## config.mk

```make
export PLATFORM = sky130hd
export DESIGN_NAME = mp_accum_unit
export DESIGN_NICKNAME = d
export VERILOG_FILES = /design/src/rtl/mp_accum_pkg.sv /design/src/rtl/mp_seg_adder.sv /design/src/rtl/mp_accum_unit.sv
export SDC_FILE = /design/constraint.sdc
export NUM_CORES = 1
export LEC_CHECK = 0
export BUFFER_PORTS_ARGS = -buffer_cell sky130_fd_sc_hd__buf_4
export CORE_MARGIN = 4
export CORE_UTILIZATION = 57
export DETAILED_ROUTE_END_ITERATION = 8
export GPL_TIMING_DRIVEN = 0
export PLACE_DENSITY_LB_ADDON = 0.12
export SLEW_MARGIN = 0
export SYNTH_ARGS = -nofsm -noshare
export SYNTH_HDL_FRONTEND = slang
export SYNTH_SLANG_ARGS = --single-unit
```

## constraint.sdc

```tcl
create_clock -name clk_i -period 12.65 [get_ports clk_i]
set_input_delay 2.53 -clock clk_i [delete_from_list [all_inputs] [get_ports clk_i]]
set_output_delay 2.53 -clock clk_i [all_outputs]
set_load 0.005 [all_outputs]
```

## src/rtl/mp_accum_pkg.sv

```systemverilog
// Shared types and segment constants for the mixed-precision accumulate unit.
package mp_accum_pkg;

    typedef enum logic [1:0] {
        W32 = 2'd0,
        H16 = 2'd1,
        B8  = 2'd2,
        RED = 2'd3
    } mp_mode_e;

    typedef enum logic [1:0] {
        IDLE  = 2'd0,
        ACC   = 2'd1,
        DRAIN = 2'd2,
        OUT   = 2'd3
    } mp_state_e;

    localparam int unsigned SEG16 = 16;
    localparam int unsigned SEG8  = 8;

endpackage

```

## src/rtl/mp_seg_adder.sv

```systemverilog
// Combinational adder whose carry chain is cut at 8- or 16-bit borders by mode;
// each segment wraps around independently.
module mp_seg_adder
    import mp_accum_pkg::*;
#(
    parameter int unsigned DATA_W = 32
) (
    input  logic [DATA_W-1:0] a_i,
    input  logic [DATA_W-1:0] b_i,
    input  logic [1:0]        mode_i,
    output logic [DATA_W-1:0] sum_o
);

    localparam int unsigned NB  = DATA_W / SEG8;
    localparam int unsigned BPS = SEG16 / SEG8;
    localparam int unsigned PW  = SEG8 + 1;

    logic          carry;
    logic [PW-1:0] part;

    // Byte-wise ripple; the carry into a byte is dropped at segment starts.
    always_comb begin
        sum_o = '0;
        carry = 1'b0;
        part  = '0;
        for (int i = 0; i < int'(NB); i++) begin
            if (mode_i == B8 || (mode_i != W32 && (i % int'(BPS)) == 0)) begin
                carry = 1'b0;
            end
            part = PW'(a_i[i*SEG8 +: SEG8]) + PW'(b_i[i*SEG8 +: SEG8]) + PW'(carry);
            sum_o[i*SEG8 +: SEG8] = part[SEG8-1:0];
            carry = part[SEG8];
        end
    end

endmodule

```

## src/rtl/mp_accum_unit.sv

```systemverilog
// Pipelined SIMD add/accumulate unit: segmented lane adds (S1), multi-beat
// accumulation (S2), and a valid/ready result port with a drain phase.
module mp_accum_unit
    import mp_accum_pkg::*;
#(
    parameter int unsigned NUM_LANES = 2,
    parameter int unsigned DATA_W    = 32,
    parameter int unsigned FIELD_W   = 12,
    parameter int unsigned CNT_W     = 8
) (
    input  logic                          clk_i,
    input  logic                          rst_ni,
    input  logic                          valid_i,
    output logic                          ready_o,
    input  logic [1:0]                    mode_i,
    input  logic                          last_i,
    input  logic [NUM_LANES*DATA_W-1:0]   p_a_i,
    input  logic [NUM_LANES*DATA_W-1:0]   p_b_i,
    output logic                          valid_o,
    input  logic                          ready_i,
    output logic [NUM_LANES*DATA_W-1:0]   sums_o,
    output logic [CNT_W-1:0]              beat_cnt_o
);

    localparam int unsigned HALF = NUM_LANES / 2;

    mp_state_e state_q;
    mp_mode_e  mode_q;
    mp_mode_e  mode_eff;
    logic      beat_acc;
    logic      drain_q;
    logic      valid_q;
    logic [CNT_W-1:0] beat_cnt_q;

    logic [NUM_LANES-1:0][DATA_W-1:0] lane_sum;
    logic [NUM_LANES-1:0][DATA_W-1:0] s1_sum_q;
    logic [NUM_LANES-1:0][DATA_W-1:0] acc_q;
    logic [NUM_LANES-1:0][DATA_W-1:0] acc_in;
    logic [NUM_LANES-1:0][DATA_W-1:0] acc_add;
    logic [NUM_LANES-1:0][DATA_W-1:0] acc_d;
    logic [NUM_LANES-1:0][DATA_W-1:0] sums_fmt;
    logic [NUM_LANES-1:0][DATA_W-1:0] sums_q;
    logic [DATA_W-1:0] half_lo, half_hi, red_sum, s1_red_q;
    logic              s1_vld_q, s1_first_q;

    assign ready_o    = (state_q == IDLE) || (state_q == ACC);
    assign beat_acc   = valid_i && ready_o;
    assign mode_eff   = (state_q == IDLE) ? mp_mode_e'(mode_i) : mode_q;
    assign valid_o    = valid_q;
    assign sums_o     = sums_q;
    assign beat_cnt_o = beat_cnt_q;

    function automatic logic [DATA_W-1:0] add16(input logic [DATA_W-1:0] a,
                                                input logic [DATA_W-1:0] b);
        logic [DATA_W-1:0] r;
        r = '0;
        for (int s = 0; s < int'(DATA_W / SEG16); s++) begin
            r[s*SEG16 +: SEG16] = a[s*SEG16 +: SEG16] + b[s*SEG16 +: SEG16];
        end
        return r;
    endfunction

    for (genvar l = 0; l < NUM_LANES; l++) begin : g_lane
        mp_seg_adder #(.DATA_W(DATA_W)) u_s1 (
            .a_i   (p_a_i[l*DATA_W +: DATA_W]),
            .b_i   (p_b_i[l*DATA_W +: DATA_W]),
            .mode_i(mode_eff),
            .sum_o (lane_sum[l])
        );

        // In reduction mode only lane 0 accumulates; the rest stay zero.
        assign acc_in[l] = (mode_q == RED) ? ((l == 0) ? s1_red_q : '0) : s1_sum_q[l];

        mp_seg_adder #(.DATA_W(DATA_W)) u_s2 (
            .a_i   (acc_q[l]),
            .b_i   (acc_in[l]),
            .mode_i(mode_q),
            .sum_o (acc_add[l])
        );

        assign acc_d[l] = (mode_q == RED && l != 0) ? '0
                        : (s1_first_q ? acc_in[l] : acc_add[l]);
    end

    // Cross-lane reduction: fold each half, then one segmented add joins them.
    always_comb begin
        half_lo = '0;
        half_hi = '0;
        for (int l = 0; l < int'(HALF); l++) begin
            half_lo = add16(half_lo, lane_sum[l]);
            half_hi = add16(half_hi, lane_sum[l + int'(HALF)]);
        end
    end

    mp_seg_adder #(.DATA_W(DATA_W)) u_red (
        .a_i   (half_lo),
        .b_i   (half_hi),
        .mode_i(RED),
        .sum_o (red_sum)
    );

    always_comb begin
        sums_fmt = acc_q;
        if (mode_q == RED) begin
            sums_fmt    = '0;
            sums_fmt[0] = {{(DATA_W-FIELD_W){acc_q[0][SEG16+FIELD_W-1]}}, acc_q[0][SEG16 +: FIELD_W]};
            sums_fmt[1] = {{(DATA_W-FIELD_W){acc_q[0][FIELD_W-1]}}, acc_q[0][FIELD_W-1:0]};
        end
    end

    // S1 and S2 pipeline registers.
    always_ff @(posedge clk_i or negedge rst_ni) begin
        if (!rst_ni) begin
            s1_vld_q   <= 1'b0;
            s1_first_q <= 1'b0;
            s1_sum_q   <= '0;
            s1_red_q   <= '0;
            acc_q      <= '0;
        end else begin
            s1_vld_q <= beat_acc;
            if (beat_acc) begin
                s1_first_q <= (state_q == IDLE);
                s1_sum_q   <= lane_sum;
                s1_red_q   <= red_sum;
            end
            if (s1_vld_q) begin
                acc_q <= acc_d;
            end
        end
    end

    // Group FSM with beat counter, drain timer and registered result port.
    always_ff @(posedge clk_i or negedge rst_ni) begin
        if (!rst_ni) begin
            state_q    <= IDLE;
            mode_q     <= W32;
            drain_q    <= 1'b0;
            beat_cnt_q <= '0;
            valid_q    <= 1'b0;
            sums_q     <= '0;
        end else begin
            case (state_q)
                IDLE: begin
                    if (beat_acc) begin
                        mode_q     <= mode_eff;
                        beat_cnt_q <= CNT_W'(1);
                        drain_q    <= 1'b0;
                        state_q    <= last_i ? DRAIN : ACC;
                    end
                end
                ACC: begin
                    if (beat_acc) begin
                        if (beat_cnt_q != {CNT_W{1'b1}}) begin
                            beat_cnt_q <= beat_cnt_q + CNT_W'(1);
                        end
                        if (last_i) begin
                            state_q <= DRAIN;
                        end
                    end
                end
                DRAIN: begin
                    drain_q <= 1'b1;
                    if (drain_q) begin
                        drain_q <= 1'b0;
                        state_q <= OUT;
                        valid_q <= 1'b1;
                        sums_q  <= sums_fmt;
                    end
                end
                OUT: begin
                    if (ready_i) begin
                        state_q <= IDLE;
                        valid_q <= 1'b0;
                    end
                end
                default: state_q <= IDLE;
            endcase
        end
    end

endmodule
```

After elaboration in Yosys (flattened, before gate mapping)

Cells that the tools add are included.

Flip-flop bits (word level): 240
Output and inout port bits: 74

Eq/ne operators: 13
Reduce and logical (&&, ||, !) cells: 16
Add/sub/neg operators: 35
Multiplexer cells: 36

Operators with widths:

| cell                | count |
|---|---|
| $mux 32             | 5 |
| $add 8x8->9         | 14 |
| $add 9x1->9         | 8 |
| $mux 64             | 1 |
| $add 8x1->8         | 6 |
| $add 8x8->8         | 6 |
| $mux 8              | 3 |
| $mux 1              | 16 |
| $pmux 8 s2          | 1 |
| $mux 2              | 7 |
| $eq 2x2->1 const B  | 5 |
| $ne 2x2->1 const B  | 5 |
| $reduce_bool 2->1   | 5 |
| $add 8x1->8 const B | 1 |
| $ne 8x8->1 const B  | 1 |
| $pmux 2 s4          | 1 |
| $reduce_and 2->1    | 3 |
| $reduce_and 5->1    | 1 |
| $pmux 1 s2          | 2 |
| $reduce_and 4->1    | 1 |
| $logic_or 1x1->1    | 3 |
| $reduce_and 3->1    | 1 |
| $eq 2x1->1 const B  | 1 |
| $logic_not 2->1     | 1 |
| other kinds (2)     | 2 |

Depth between registers and ports, before layout

Gate-level depths: netlist of the first run.

Depth in word-level cells: 11
Mapped depth: 47
Depth with buffers taken out: 47

Modules after synthesis

From an unflattened synthesis of the first run, not the netlist that was laid out.

Cell total of the unflattened synthesis: 1904
Area, all modules: 17105.2 um^2

By module, submodules not included:

| module                             | seq. area each (um^2) | times used | area each (um^2) | cells an instance |
|---|---|---|---|---|
| mp_accum_unit                      | 6005.8                | 1          | 10875.4          | 1126 |
| mp_seg_adder at g_lane[0].u_s1 ... | 0.0                   | 2          | 1213.7           | 152 |
| mp_seg_adder at g_lane[1].u_s1     | 0.0                   | 1          | 1342.5           | 166 |
| mp_seg_adder at g_lane[1].u_s2     | 0.0                   | 1          | 1246.2           | 155 |
| mp_seg_adder at u_red              | 0.0                   | 1          | 1213.7           | 153 |

Least setup slack after synthesis of the first run

OpenSTA, ideal clock, no wires.

Path type: input-to-reg
Start: input port p_a_i[0]
End: register s1_red_q[31]
Stages on the path: 44
Setup slack: 2.999 ns
Data arrival time: 9.530 ns
Setup time: 0.121 ns
Cell sequence: ha_1 -> fa_1 -> a21oi_1 -> nor2_1 -> nor2_1 -> o21bai_1 -> a21oi_1 -> nor2b_1 -> o21a_1 -> o21ai_0 -> fa_1 -> fa_1 -> nor2b_1 -> o21ai_0 -> nand2b_1 -> a21o_1 -> a21o_1 -> a21o_1 -> [8 not listed] -> a21oi_1 -> nor2b_1 -> o21a_1 -> o21ai_0 -> fa_1 -> inv_2 -> fa_1 -> a21o_1 -> a21oi_4 -> o21bai_1 -> a21oi_1 -> xnor2_1 -> ha_1 -> a21oi_1 -> o31ai_2 -> xnor2_1 -> xor2_1 -> o21ai_1

Word-level cells in the longest chain between the ends: 9

Ends and longest elaborated chain:

| item                       | RTL line             | text |
|---|---|---|
| start, declared            | mp_accum_unit.sv:17  | `input logic [NUM_LANES*DATA_W-1:0] p_a_i,` |
| $add 8x8->9                | mp_seg_adder.sv:30   | `part = PW'(a_i[i*SEG8 +: SEG8]) + PW'(b_i[i*SEG8 +: SEG8]) + PW'(carry);` |
| $mux 1                     | mp_seg_adder.sv:27   | `if (mode_i == B8 \|\| (mode_i != W32 && (i % int'(BPS)) == 0)) begin` |
| $add 9x1->9                | mp_seg_adder.sv:30   |  |
| $mux 1                     | mp_seg_adder.sv:27   |  |
| $add 9x1->9                | mp_seg_adder.sv:30   |  |
| $mux 1                     | mp_seg_adder.sv:27   |  |
| $add 8x1->8                | mp_seg_adder.sv:30   |  |
| via g_lane[0].u_s1.part[6] | mp_seg_adder.sv:19   | `logic [PW-1:0] part;` |
| $add 8x8->8                | mp_seg_adder.sv:30   |  |
| $add 8x1->8                | mp_seg_adder.sv:30   |  |
| end signal, assigned       | mp_accum_unit.sv:124 | `s1_red_q <= red_sum;` |
| end, declared              | mp_accum_unit.sv:43  | `logic [DATA_W-1:0] half_lo, half_hi, red_sum, s1_red_q;` |

The timed path passes the listed nets, and every way through them passes these cells.
A chain may end at the register's enable or synchronous reset.

Worst setup path after layout of the first run

Ends and elaborated chain as after synthesis.

==> results of run 1 <==
state kept, by name (all words and copies together), names as in the netlist, 2 cells and up:
| signal | count |
|---|---|
| beat_cnt_o | 8 |
| state_q | 2 |
| acc_q | 64 |
| s1_red_q | 32 |
| mode_q | 2 |
| s1_sum_q | 64 |
| sums_o | 64 |
layer usage:
| metal | track usage, % | part of all wire [%] |
|---|---|---|
| met1 | 40.19 | 44 |
| met2 | 47.56 | 46 |
| met3 | 4.197 | 6.9 |
| met4 | 8.804 | 3.1 |
| met5 | 0 | 0 |
kinds of logic (layout without fill, tap and decap cells):
family | count (synthesis) | after routing | share of synthesized area (%)
simple gates | 505 | 505 | 13.24
flops | 240 | 240 | 37.29
buf+inv | 165 | 421 | 4.017
fa+ha+maj | 179 | 179 | 15.49
compound gates | 477 | 477 | 17.67
xor+xnor | 122 | 122 | 6.775
mux | 84 | 84 | 5.516
synthesized netlist by cell type (4+ instances only):
| cell type | count | share of area, % |
|---|---|---|
| o31ai_1 | 4 | 0.19 |
| mux2_2 | 38 | 2.7 |
| nand2b_1 | 10 | 0.39 |
| nor2b_1 | 17 | 0.66 |
| xor2_1 | 41 | 2.2 |
| or3_1 | 4 | 0.16 |
| inv_1 | 82 | 1.9 |
| o21a_1 | 7 | 0.33 |
| a21o_1 | 40 | 1.9 |
| dfrtp_1 | 240 | 37 |
| mux2i_1 | 46 | 2.9 |
| fa_1 | 34 | 4.2 |
| nand2_1 | 247 | 5.8 |
| a21oi_1 | 252 | 7.8 |
| nor2_1 | 160 | 3.7 |
| nor3_1 | 11 | 0.34 |
| ha_1 | 145 | 11 |
| and2_1 | 34 | 1.3 |
| o21ai_0 | 81 | 2.5 |
| o21bai_1 | 40 | 1.9 |
| xnor2_1 | 78 | 4.2 |
| clkbuf_1 | 53 | 1.2 |
| buf_2 | 7 | 0.22 |
| buf_1 | 17 | 0.40 |
| o2bb2ai_1 | 31 | 1.7 |
| nand3_1 | 9 | 0.28 |
tightest hold or removal path, stage by stage, from the launching register on:
cell and delay [ns]:
dfrtp_1 0.33, nand2_1 0.05, nand2_1 0.05
report_power, final:
part / internal [W] / total [W] / switching, W
Clock: 0.000464 / 0.000786 / 0.000322
Sequential: 0.00114 / 0.00147 / 0.000328
Combinational: 0.00130 / 0.00298 / 0.00168
cell type report:
type	count	area [sq um]	share of cell area (%)
multi-input combinational	1367	9452	49.53
sequential	240	6006	31.47
timing repair buffer	210	1624	8.510
clock buffer	35	765.7	4.013
tap	378	473.0	2.478
buffer	80	327.8	1.718
inverter	85	319.1	1.672
clock inverter	11	116.4	0.6098
final timing paths:
path	start	endpoint	slack (ns)	cells after the start
max in group asynchronous	rst_ni	s1_sum_q[12]	9.87	2
min in group asynchronous	rst_ni	sums_o[61]	1.90	1
hold / removal	s1_sum_q[30]	s1_sum_q[30]	0.47	2
setup / recovery	p_a_i[0]	s1_red_q[31]	2.55	45
setup reg to reg	mode_q[0]	acc_q[62]	3.23	43
hold reg to reg	s1_sum_q[30]	s1_sum_q[30]	0.47	2
through the flow:
step / instance area, sq um / hold slack [ns] / cells
global route: 19080 / 0.4880 / 2406
finish: 19080 / 0.4704 / 2406
global placement: 18140 / 0.4517 / 2358
CTS: 19080 / 0.4715 / 2406
detailed placement: 18200 / 0.4568 / 2360
floorplan: 16100 / 0.4401 / 1772
==> metrics list, run 1 <==
* Result of the run: finished clean
- Share of cells above drive strength 1: roughly 16%
* GRT Residual Overflow: 0
- Min Clock Period, post-route: 10.10 ns
- The worst path uses between 70% and 80% of the clock period.
* Leading cell type in the layout, fill and taps excluded: a21oi_1
* Distinct cells, synth: 56
* Clock latency on the worst-skew pair: approximately 0.54 ns
* Number of search-and-repair iterations in the first detailed-routing pass: 7
* Layout fillers: around 2,300
* CTS clock-pin slew for the worst setup and hold paths: approximately 0.060 ns
- Transition time of the tightest slew-check pin: 0.7663 ns
- Cell row count: 61
- Final count of negative-setup-slack endpoints: 0
- For the worst setup path, the data arrival time is around 11 ns.
* Fraction of registers with async set or reset after synthesis: between 90% and 100%
- Maximum number of pins on one net before global-route repair: between 100 and 150
- The initial utilization of the core area, before any placement, comes to 57.81%.
- Critical Path End Type: flip-flop
- H-tree levels: 1
- Post-route clock skew: ~0.014 ns
* Accumulated negative setup slack: 0 ns
- First DRT Iteration DRCs: about 1,000
* HPWL after detailed placement: 35.44 mm
- For this design, the slowest cell found on the critical path is fa_1.
- Counting every sink on the clock net gives between 200 and 250.
* Average wire per cell in the routed design: 18.83 microns
- Path class of the lowest-slack min-delay path: reg -> reg
- Count of flip-flops with a built-in enable after synthesis: 0
* Critical path class: in -> reg
- Hold Buf Count CTS: 0
- Die height: between 150 and 200 microns
* Worst-path fanout max: 3
- Number of clock buffers inserted by TritonCTS: 26
- The total count of max-transition violations in the final report came to 0.
- The number of antenna diodes in the final layout is 0.
- The number of buffers and inverters on the critical path is 2.
* Standby leakage power: roughly 9.4 nW
* Final count of hold timing violations: 0
- Cells fill between 60% and 70% of the core in the end.
- Using the TritonRoute via totals, the vias-per-cell ratio works out to 5.717.
- Post-Syn Area: between 15,000 and 20,000 sq um
- In this run the standard cell core region covers between 20,000 and 30,000 sq um.
- Element type at the critical path start: primary input
* #FFs+latches synth: between 200 and 250
* Critical Path Max Stage Delay: approximately 0.42 ns
* Total power per unit cell area: 274.5 nW/um^2
* Most used flip-flop cell after synthesis: dfrtp_1
- Headroom to the max-slew limit came out at between 40 and 50%.
- Across the run, the number of max-cap violations was 0.
* TritonCTS clock tree: done
* Floorplan die area: between 30,000 and 40,000 sq um
- Counting every instance in the synthesized netlist gives around 1,800.
- Top library cells by usage in the layout, fill and taps aside: 252 x a21oi_1, 247 x nand2_1, 240 x dfrtp_1
- Setup slack after placement: 1.978 ns
- Kind of cell adding the most delay to the critical path: compound AO/OA/AOI/OAI gates
- Setup repair after global routing missed its margin: false
* Total Power Consumption: roughly 0.0052 W
- Largest buffer count on any clock path: 3
- The initial antenna violation count is 0.
- CTS root buffer: clkbuf_16
- Weighted congestion reported at the end of routability-driven placement: roughly 0.9
- Yosys printed 0 warnings.
- Synthesized net count: 2,086
- Global routing consumed, over all layers together, between 20% and 30% of the routing resources.
- The first global-routing pass estimated approximately 72 mm of wire.
* Setup slack of the critical path after layout: between 2 and 3 ns
- I/O pin count: about 210
* Worst endpoint required time: 13.07 ns
- Antenna violation net count after detailed routing: 0
* Post-synthesis sequential area ratio: a little under two fifths
- Area growth from synthesis to layout: 18.50%
* Postcts setup bufs: 0
- Wire length after detailed routing: between 40 and 50 mm
- The number of global-route vias before repair is 13,900.
- Averaged over all synthesized cells, the footprint is approximately 9 sq um.
- Routed vias: ~14,000
- In the final design database the tool counted around 2,300 nets.
- Measured along the x axis, the die boundary spans 176.1 microns.
- Input and output buffers added on the ports amount to 208.
- For this run, design rule violations remaining after detail routing come to 0.
- Maximum frequency from static timing analysis: ~99 MHz
- Post-CTS repair changed the size of 0 cells.
- IR analysis of the VDD net gives a maximum drop of 145.7 uV.
No activity file was read; power rests on OpenSTA's default activity.
==> inputs of run 2 (changes only) <==
--- a/config.mk
+++ b/config.mk
@@ -7,7 +7,7 @@
 export LEC_CHECK = 0
 export BUFFER_PORTS_ARGS = -buffer_cell sky130_fd_sc_hd__buf_4
 export CORE_MARGIN = 4
-export CORE_UTILIZATION = 57
+export CORE_UTILIZATION = 54
 export DETAILED_ROUTE_END_ITERATION = 8
 export GPL_TIMING_DRIVEN = 0
 export PLACE_DENSITY_LB_ADDON = 0.12
==> constraint.sdc (replaced) <==
create_clock -name clk_i -period 8.9 [get_ports clk_i]
set_input_delay 1.78 -clock clk_i [delete_from_list [all_inputs] [get_ports clk_i]]
set_output_delay 1.78 -clock clk_i [all_outputs]
set_load 0.005 [all_outputs]
==> metrics list, run 2 (same netlist as run 1, synthesis figures left out) <==
- Dividing total power by cell area gives a power density of just under 400 nW/um^2.
- The total count of max-transition violations in the final report came to 0.
- The die is approximately 180 microns wide.
- TritonCTS built the clock tree.
- Maximum number of pins on one net before global-route repair: roughly 120
- Measured against its own limit, the worst slew margin works out to 48.27%.
* Cell row count: 62
* Result of the run: finished clean
- Critical Path End Type: flip-flop
- Once layout is done, the placed cells without fillers occupy ~19,000 sq um.
- Layout fillers: around 2,400
- Among the stages of the critical path, the cell type that occurs most often is fa_2.
- The number of global-route vias before repair came to approximately 14,000.
- Routed vias: roughly 14,000
* Standby leakage power: between 9 and 10 nW
- The HPWL after detailed placement is roughly 36 mm.
* DRC violations left: 0
- I/O pin count: ~210
- The clock passes through at most 3 buffers.
* Number of clock buffers inserted by TritonCTS: 26
- Total area of sequential cells: roughly 6000 sq um
- Sequential cells burn 28.2% of the power.
- Dividing the detail-routed via count by the number of cells gives roughly 5.6.
* Antenna violations before repair: 0
- The initial utilization of the core area, before any placement, comes to 55.36%.
- The internal power of the cells totals about 0.0041 W.
* Worst endpoint required time: approximately 9.3 ns
- Routability-driven placement finished with a final weighted congestion of approximately 0.90.
* H-tree levels: 1
- After detailed routing, the average wire length per cell comes to 18.85 microns.
- The worst setup path is of the in -> reg kind.
- CTS root buffer: clkbuf_16
* Global-route usage over all layers: 27.43%
- Final count of hold timing violations: 0
* Area growth from synthesis to layout: 20.29%
* Final count of negative-setup-slack endpoints: 0
* Share of cells above drive strength 1: a little under a fifth
- After detailed routing, the total wire length is between 40 and 50 mm.
- Post-route fraction of the period consumed by the critical path: a little over nine tenths
- Standard cell core area: 29,090 sq um
- Hold Buf Count CTS: 0
- Maximum frequency from static timing analysis: between 100 and 150 MHz
- The clock arrives with between 0.01 and 0.015 ns of skew.
- Counting I/O delays and the setup requirement, the final critical path takes around 8.6 ns.
* Number of search-and-repair iterations in the first detailed-routing pass: 5
- Path class of the lowest-slack min-delay path: reg -> reg
* Switching component of the power: around 0.0033 W
- Max-cap check violation count: 0
* Die height: 180.7 microns
- Transition time of the tightest slew-check pin: 0.7759 ns
- VDD sags by at most ~210 uV.
- Data arrival time of the critical path: roughly 9.0 ns
- Count of buffers inserted at the top-level ports: roughly 210
- Floorplan die area: 32,650 sq um
- Critical Path Max Stage Delay: approximately 0.48 ns
- Worst hold slack after final layout: 0.4700 ns
- Top library cells by usage in the layout, fill and taps aside: 247 x nand2_1, 240 x dfrtp_1, 233 x a21oi_1
* Setup repair after global routing missed its margin: true
- The first global-routing pass estimated ~73 mm of wire.
- In the final layout, the multi-input gates occupy 9637 sq um.
- The worst setup path is launched from a primary input.
- At the end of the flow the core is filled with cells to about two thirds.
- The clock drives 240 sinks.
- Of the total power, combinational logic draws between 50% and 60%.
* Final net count: ~2,300
* Placed instance area: 18,210 sq um
- CTS clock-pin slew for the worst setup and hold paths: 0.06 ns
- The repair_antennas step left the layout with diodes totalling 0.
- In this run switching power makes up between 40 and 50% of total power.
- Clock latency on the worst-skew pair, taken at its later pin, is 0.54 ns.
- GRT Residual Overflow: 0
* Leading cell type in the layout, fill and taps excluded: nand2_1
- First DRT Iteration DRCs: 1,036
- Of all nets on the critical path, the largest fanout is 3.
* Antenna violation net count after detailed routing: 0
* Share of power burned in the clock network: about 14%
- On the critical path, the stage with the largest delay is an instance of fa_2.
-- run 2: cell types whose count changed in the layout (fill, tap and decap cells not counted), moves of 5 or more --
cell     delta
a21oi_1    -19
a21oi_2    +19
buf_4      +17
fa_1       -18
fa_2       +18
inv_1       -5
inv_2       +5
o21ai_0     -6
-- run 2: per-stage QoR --
stage | setup TNS (ns) | setup slack [ns] | cells | total power (W)
6_report | 0 | 0.2885 | 2428 | 0.007468
5_1_grt | -0.2588 | -0.1873 | 2428 | 0.008084
2_1_floorplan | 0 | 0.01410 | 1772 | 0.004912
3_5_place_dp | -3.851 | -0.9595 | 2366 | 0.006241
4_1_cts | 0 | 0.02291 | 2419 | 0.007359
3_3_place_gp | -2.490 | -0.7882 | 2364 | 0.006070
-- run 2: final timing paths --
kind	from	endpoint	slack, ns	cells past startpoint
hold reg to reg	s1_sum_q[0]	s1_sum_q[0]	0.47	2
setup reg to reg	mode_q[0]	acc_q[62]	0.46	43
hold / removal	s1_sum_q[0]	s1_sum_q[0]	0.47	2
min in group asynchronous	rst_ni	sums_o[60]	1.32	2
setup / recovery	p_a_i[32]	s1_red_q[31]	0.29	47
max in group asynchronous	rst_ni	s1_sum_q[14]	6.58	3
-- run 2: worst max-delay path: cells and delay by family --
family	cells	cell delay [ns]
XOR/XNOR	2	0.38
AND/OR/NAND/NOR	7	0.74
adder cells (fa/ha/maj)	9	2.66
AO/OA/AOI/OAI	21	2.90
buffers and inverters	8	0.55
-- run 2: cell type report --
class,instances,area share (%)
Buffer,80,1.841
Clock buffer,39,4.082
Clock inverter,8,0.2325
Inverter,85,1.647
Multi-Input combinational cell,1367,49.75
Sequential cell,240,31.00
Tap cell,384,2.480
Timing Repair Buffer,225,8.965
-- run 2: power by group through the flow --
| stage | clock network, W | registers (W) | logic [W] |
|---|---|---|---|
| after floorplan | 0 | 0.00193 | 0.00298 |
| after global placement | 0 | 0.00208 | 0.00399 |
| after detailed placement | 0 | 0.00211 | 0.00413 |
| after CTS | 0.00107 | 0.00209 | 0.00420 |
| after global routing | 0.00112 | 0.00216 | 0.00480 |
| final | 0.00106 | 0.00211 | 0.00430 |
-- run 2: repair_timing --
| action | 4_1_cts | 5_1_grt |
|---|---|---|
| endpoints found under the hold margin | 0 | 0 |
| pin swaps | 9 | 37 |
| resized for setup | 22 | 52 |
| buffers inserted | 6 | 9 |
| endpoints found under the setup margin | 7 | 13 |
-- run 2: layer usage --
metal	global-route usage (%)	vias to the layer above	wire [microns]
met5	0	-	0
met4	8.711	0	1546
met3	4.062	93	3343
met2	43.56	524	20760
met1	39.08	6554	20130
li1	-	6542	-
